===== config.mk =====
export PLATFORM = sky130hd
export DESIGN_NAME = chan_scan_mux
export DESIGN_NICKNAME = d
export VERILOG_FILES = /design/src/rtl/chan_scan_mux_pkg.sv /design/src/rtl/chan_scan_next.sv /design/src/rtl/chan_scan_mux.sv
export SDC_FILE = /design/constraint.sdc
export NUM_CORES = 1
export LEC_CHECK = 0
export ABC_AREA = 1
export CAP_MARGIN = 20
export CORE_MARGIN = 2
export CORE_UTILIZATION = 47
export CTS_CLUSTER_SIZE = 16
export DETAILED_ROUTE_END_ITERATION = 6
export PLACE_DENSITY = 0.74
export SYNTH_ARGS = -nofsm -noshare
export SYNTH_HDL_FRONTEND = slang
export SYNTH_HIERARCHICAL = 1
export SYNTH_SLANG_ARGS = --single-unit
export TNS_END_PERCENT = 100

===== constraint.sdc =====
create_clock -name clk -period 1.75 [get_ports clk]
set_input_delay 0.35 -clock clk [delete_from_list [all_inputs] [get_ports clk]]
set_output_delay 0.35 -clock clk [all_outputs]
set_load 0.01 [all_outputs]

===== src/rtl/chan_scan_mux_pkg.sv =====
// chan_scan_mux_pkg: FSM state type and channel-stepping helpers for chan_scan_mux.
package chan_scan_mux_pkg;
  typedef enum logic [1:0] {IDLE, DIRECT, SCAN} state_t;
  typedef struct packed {logic wrapped; logic [5:0] idx;} next_t;
  localparam int MAXCH = 64;
  function automatic int clog2s(input int n);
    return (n < 2) ? 1 : $clog2(n);
  endfunction
  // Nearest enabled index after cur (circular); wrapped when the step crosses NCH-1 -> lower.
  function automatic next_t next_chan(input int cur, input logic [MAXCH-1:0] mask, input int nch);
    next_t r;
    int j;
    r = '{wrapped: 1'b0, idx: 6'(cur)};
    for (int k = nch; k >= 1; k--) begin
      j = cur + k;
      j = (j >= nch) ? j - nch : j;
      if (mask[j]) r = '{wrapped: (j <= cur), idx: 6'(j)};
    end
    return r;
  endfunction
endpackage


===== src/rtl/chan_scan_next.sv =====
// chan_scan_next: combinational next-enabled-channel finder for the scan path.
module chan_scan_next import chan_scan_mux_pkg::*; #(
  parameter int NCH = 4,
  localparam int SELW = clog2s(NCH)
) (
  input  logic [SELW-1:0] i_cur,
  input  logic [NCH-1:0]  i_mask,
  output logic [SELW-1:0] o_nxt,
  output logic            o_wrap
);
  next_t w_n;
  always_comb w_n = next_chan(int'(i_cur), MAXCH'(i_mask), NCH);
  assign o_nxt = SELW'(w_n.idx);
  assign o_wrap = w_n.wrapped;
endmodule


===== src/rtl/chan_scan_mux.sv =====
// chan_scan_mux: N-channel registered mux with valid/ready output, direct select and auto-scan.
// Optional channel mask enabled by defining CHAN_SCAN_MUX_MASK_EN.
module chan_scan_mux import chan_scan_mux_pkg::*; #(
  parameter int NCH = 4,
  parameter int W = 1,
  parameter int DWELL = 8,
  localparam int SELW = clog2s(NCH)
) (
  input  logic            clk,
  input  logic            rst,
  input  logic [NCH*W-1:0] d,
  input  logic            mode,
  input  logic [SELW-1:0] sel,
  input  logic            load,
`ifdef CHAN_SCAN_MUX_MASK_EN
  input  logic [NCH-1:0]  ch_mask,
`endif
  output logic [W-1:0]    y,
  output logic [SELW-1:0] y_chan,
  output logic            y_valid,
  input  logic            y_ready,
  output logic            wrap
);
  localparam int DW = clog2s(DWELL);
  state_t          r_state;
  logic [SELW-1:0] r_cur;
  logic [DW-1:0]   r_dwell;
  logic [W-1:0]    w_ch [NCH];
  logic [NCH-1:0]  w_mask;
  logic [SELW-1:0] w_nxt;
  logic            w_wrap, w_open, w_beat, w_sel_ok, w_last;
`ifdef CHAN_SCAN_MUX_MASK_EN
  assign w_mask = ch_mask;
`else
  assign w_mask = '1;
`endif
  for (genvar i = 0; i < NCH; i++) begin : g_ch
    assign w_ch[i] = d[i*W +: W];
  end
  chan_scan_next #(.NCH(NCH)) u_next (.i_cur(r_cur), .i_mask(w_mask), .o_nxt(w_nxt), .o_wrap(w_wrap));
  assign w_sel_ok = load && ({1'b0, sel} < (SELW+1)'(NCH)) && w_mask[sel];
  assign w_open = !y_valid || y_ready;
  assign w_beat = w_open && (r_state == DIRECT || (r_state == SCAN && w_mask[r_cur]));
  assign w_last = r_dwell == DW'(DWELL - 1);
  always_ff @(posedge clk or posedge rst)
    if (rst) begin
      r_state <= IDLE;
      r_cur <= '0;
      r_dwell <= '0;
      y <= '0;
      y_chan <= '0;
      y_valid <= 1'b0;
      wrap <= 1'b0;
    end else begin
      wrap <= 1'b0;
      if (w_beat) begin
        y <= w_ch[r_cur];
        y_chan <= r_cur;
        y_valid <= 1'b1;
      end else if (y_ready) y_valid <= 1'b0;
      // A non-beat advance in SCAN only happens when cur_ch is masked off.
      if (mode && r_state != SCAN) begin
        r_state <= SCAN;
        r_dwell <= '0;
      end else if (!mode && r_state == SCAN) begin
        r_state <= DIRECT;
        r_dwell <= '0;
      end else if (!mode && w_sel_ok) begin
        r_state <= DIRECT;
        r_cur <= sel;
      end else if (r_state == SCAN && (w_beat ? w_last : (w_open && |w_mask))) begin
        r_cur <= w_nxt;
        r_dwell <= '0;
        wrap <= w_wrap;
      end else if (r_state == SCAN && w_beat) r_dwell <= r_dwell + 1'b1;
    end
endmodule


==> impl_metrics.json <==
{
  "place_area_sq_mm": 0.001264,
  "wl_per_cell_um": 10.18,
  "intPower_mw": 1.159,
  "fin_cells": 206,
  "antenna_found_initial": 0,
  "place_ws_ps": -23.89,
  "mostFrequentLayoutCells": "nand2_1, inv_1, nand3_1",
  "clockBufferDepth": 2,
  "r2r.worst_path.cells": 15,
  "r2r_slack_ps": 110,
  "drt_wl_total_um": 2097,
  "grt_pass1_wl_um": 3553,
  "placedCellCount": 201,
  "core_area_sq_mm": 0.002002,
  "cts_tree": "yes",
  "slew_viol_final": 0,
  "swShare_pct": 46.95,
  "ant_nets": 0,
  "synth_area_leaders": "dfrtp_1, nand2_1, ha_1",
  "switching_power_mw": 1.026,
  "ys_types": 20,
  "pwr-share-clk_pct": 10.6,
  "drtIter0Drc": 20,
  "status": "completed",
  "avgSynthCellArea_sq_um": 6.899,
  "grt_pass1_vias": 914,
  "crit_arrival_ps": 1820,
  "final_area_sq_mm": 0.001343,
  "maxCapViolCount": 0,
  "setup_violations": 0,
  "holdWs_ps": 358.3,
  "final_common_cell": "nand2_1",
  "fin_crit_ps": 1639,
  "synth_top_area_cell": "dfrtp_1",
  "cts_num_sinks": 12,
  "setup_tns_ps": 0,
  "cp-end-kind": "flop",
  "rr_endpoint": "r_cur[0]$_DFFE_PP0P_",
  "hold_violations": 0,
  "fmax_mhz": 610.0,
  "dp_hpwl_um": 1639,
  "hold_buffers": 0,
  "nFillCells": 172,
  "grt.overflow.total": 0,
  "nNetsFinal": 201,
  "die_area_sq_mm": 0.002561,
  "grt_max_degree": 13,
  "total_power_mw": 2.185,
  "num_vias": 979,
  "synth-seq-cells": 12,
  "n_antenna_cell": 0,
  "layout_setup_ws_ps": 110.7,
  "gp_congestion": 0.8483,
  "startpoint_type": "flop",
  "ir_worst_vdd_uv": 1088,
  "hold_class": "in2async",
  "seq_area_frac_synth_pct": 29.41,
  "cts-root-buf": "clkbuf_4",
  "first_pass_iters": 4,
  "grt_usage_pct": 17.89,
  "crit_chain": "inv_2 -> buf_6 -> ha_2 -> nor2_1 -> nand3_1 -> nand2_2 -> inv_1 -> nand2b_1 -> nand3_1 -> nand2_1 -> inv_1 -> nand2_1 -> nand2_1 -> nand3_1 -> nand2_1",
  "die_h_um": 50.61,
  "critPathMaxStageDelay_ps": 370,
  "cp_slowest_cell": "dfrtp_2",
  "crit_required_ps": 1940,
  "cts_buffers": 3,
  "pwr-share-comb_pct": 68.4,
  "r2r-start": "r_cur[0]$_DFFE_PP0P_",
  "skew_ps": 9.038,
  "path_clk_slew_ps": 90,
  "p_seq_share_pct": 21.1,
  "crit_start": "r_cur[0]$_DFFE_PP0P_",
  "syn_inst": 148,
  "p_leak_nw": 0.7700,
  "viasPerCell": 4.752,
  "period_share_pct": 93.68,
  "die_w_um": 50.61,
  "synth_warnings": 6,
  "fin_util_pct": 67.06,
  "rsz0062_at_grt": "true",
  "drc": 0,
  "critPathKind": "reg2reg",
  "initial_utilization_pct": 51.00,
  "worstPathMaxFanout": 6,
  "drive_above_1_share_pct": 18.99,
  "area_growth_syn_to_layout_pct": 31.50,
  "fp-row-count": 16,
  "clk_latency_ps": 290,
  "power_density_mw_per_mm2": 1628,
  "cpMostUsedCell": "nand2_1",
  "htreeDepth": 1,
  "ioPinCount": 16,
  "synth_area_sq_mm": 0.001021,
  "port_buffers": 15,
  "yosys.area.top_type_share_pct": 29.41
}
state kept, by name (all words and copies together), names as in the netlist:
register and count:
y_chan 2, r_cur 2, r_dwell 3, wrap 1
y 1, r_state 2, y_valid 1
critical path: cells and delay by family, from the launching register on:
family	cells	cell delay, ps
flops	1	370
buf+inv	4	290
simple gates	10	720
fa+ha+maj	1	170
how the worst max path moves through the flow:
stage | slack (ps) | endpoint
global route | -20 | r_cur[1]$_DFFE_PP0P_
CTS | 40 | r_cur[1]$_DFFE_PP0P_
global placement | 30 | r_state[0]$_DFFE_PP0P_
floorplan | 30 | r_cur[0]$_DFFE_PP0P_
detailed placement | -20 | r_state[0]$_DFFE_PP0P_
finish | 110 | r_cur[0]$_DFFE_PP0P_
layout make-up:
type / count / area (sq um) / share of cell area (%)
clock buffers: 4 / 36.28 / 2.703
inverters: 25 / 93.84 / 6.990
multi-input cells: 117 / 673.1 / 50.14
flip-flops and latches: 12 / 302.8 / 22.55
well taps: 27 / 33.78 / 2.516
repair buffers: 21 / 202.7 / 15.10
cells in the mapped netlist:
library cell	n
a21oi_1	1
buf_4	1
conb_1	1
dfrtp_1	12
ha_1	10
inv_1	23
inv_2	2
nand2_1	48
nand2_2	5
nand2_4	2
nand2b_1	1
nand3_1	18
nand3_2	5
nand3_4	1
nand3b_1	2
nand4_1	1
nor2_1	9
o21a_1	1
o21ai_0	4
o21ai_1	1
per-layer routing:
| metal | vias up | track usage [%] | part of all wire (%) |
|---|---|---|---|
| li1 | 513 | - | - |
| met3 | 5 | 0.8929 | 3.8 |
| met1 | 436 | 20.07 | 45 |
| met4 | 0 | 8.108 | 2.2 |
| met2 | 25 | 34.21 | 49 |
| met5 | - | 0 | 0 |
cell families after synthesis:
| logic type | synth area share, % |
|---|---|
| buffers and inverters | 9.927 |
| DFF | 29.41 |
| and+or+nand+nor | 44.36 |
| other | 0.3673 |
| AOI/OAI and AO/OA | 3.676 |
| adders and majority gates | 12.25 |
power groups by stage:
stage          sequential [mW]  combinational, mW  clock [mW]
2_1_floorplan            0.511              0.949           0
3_3_place_gp             0.456               1.33           0
3_5_place_dp             0.462               1.37           0
4_1_cts                  0.457               1.37       0.227
5_1_grt                  0.472               1.67       0.242
6_report                 0.461               1.49       0.231
timing repair:
item,4_1_cts,5_1_grt
setup buffers,0,1
resized for setup,0,9
setup endpoints to repair,0,5
(Power assumes the default switching activity.)
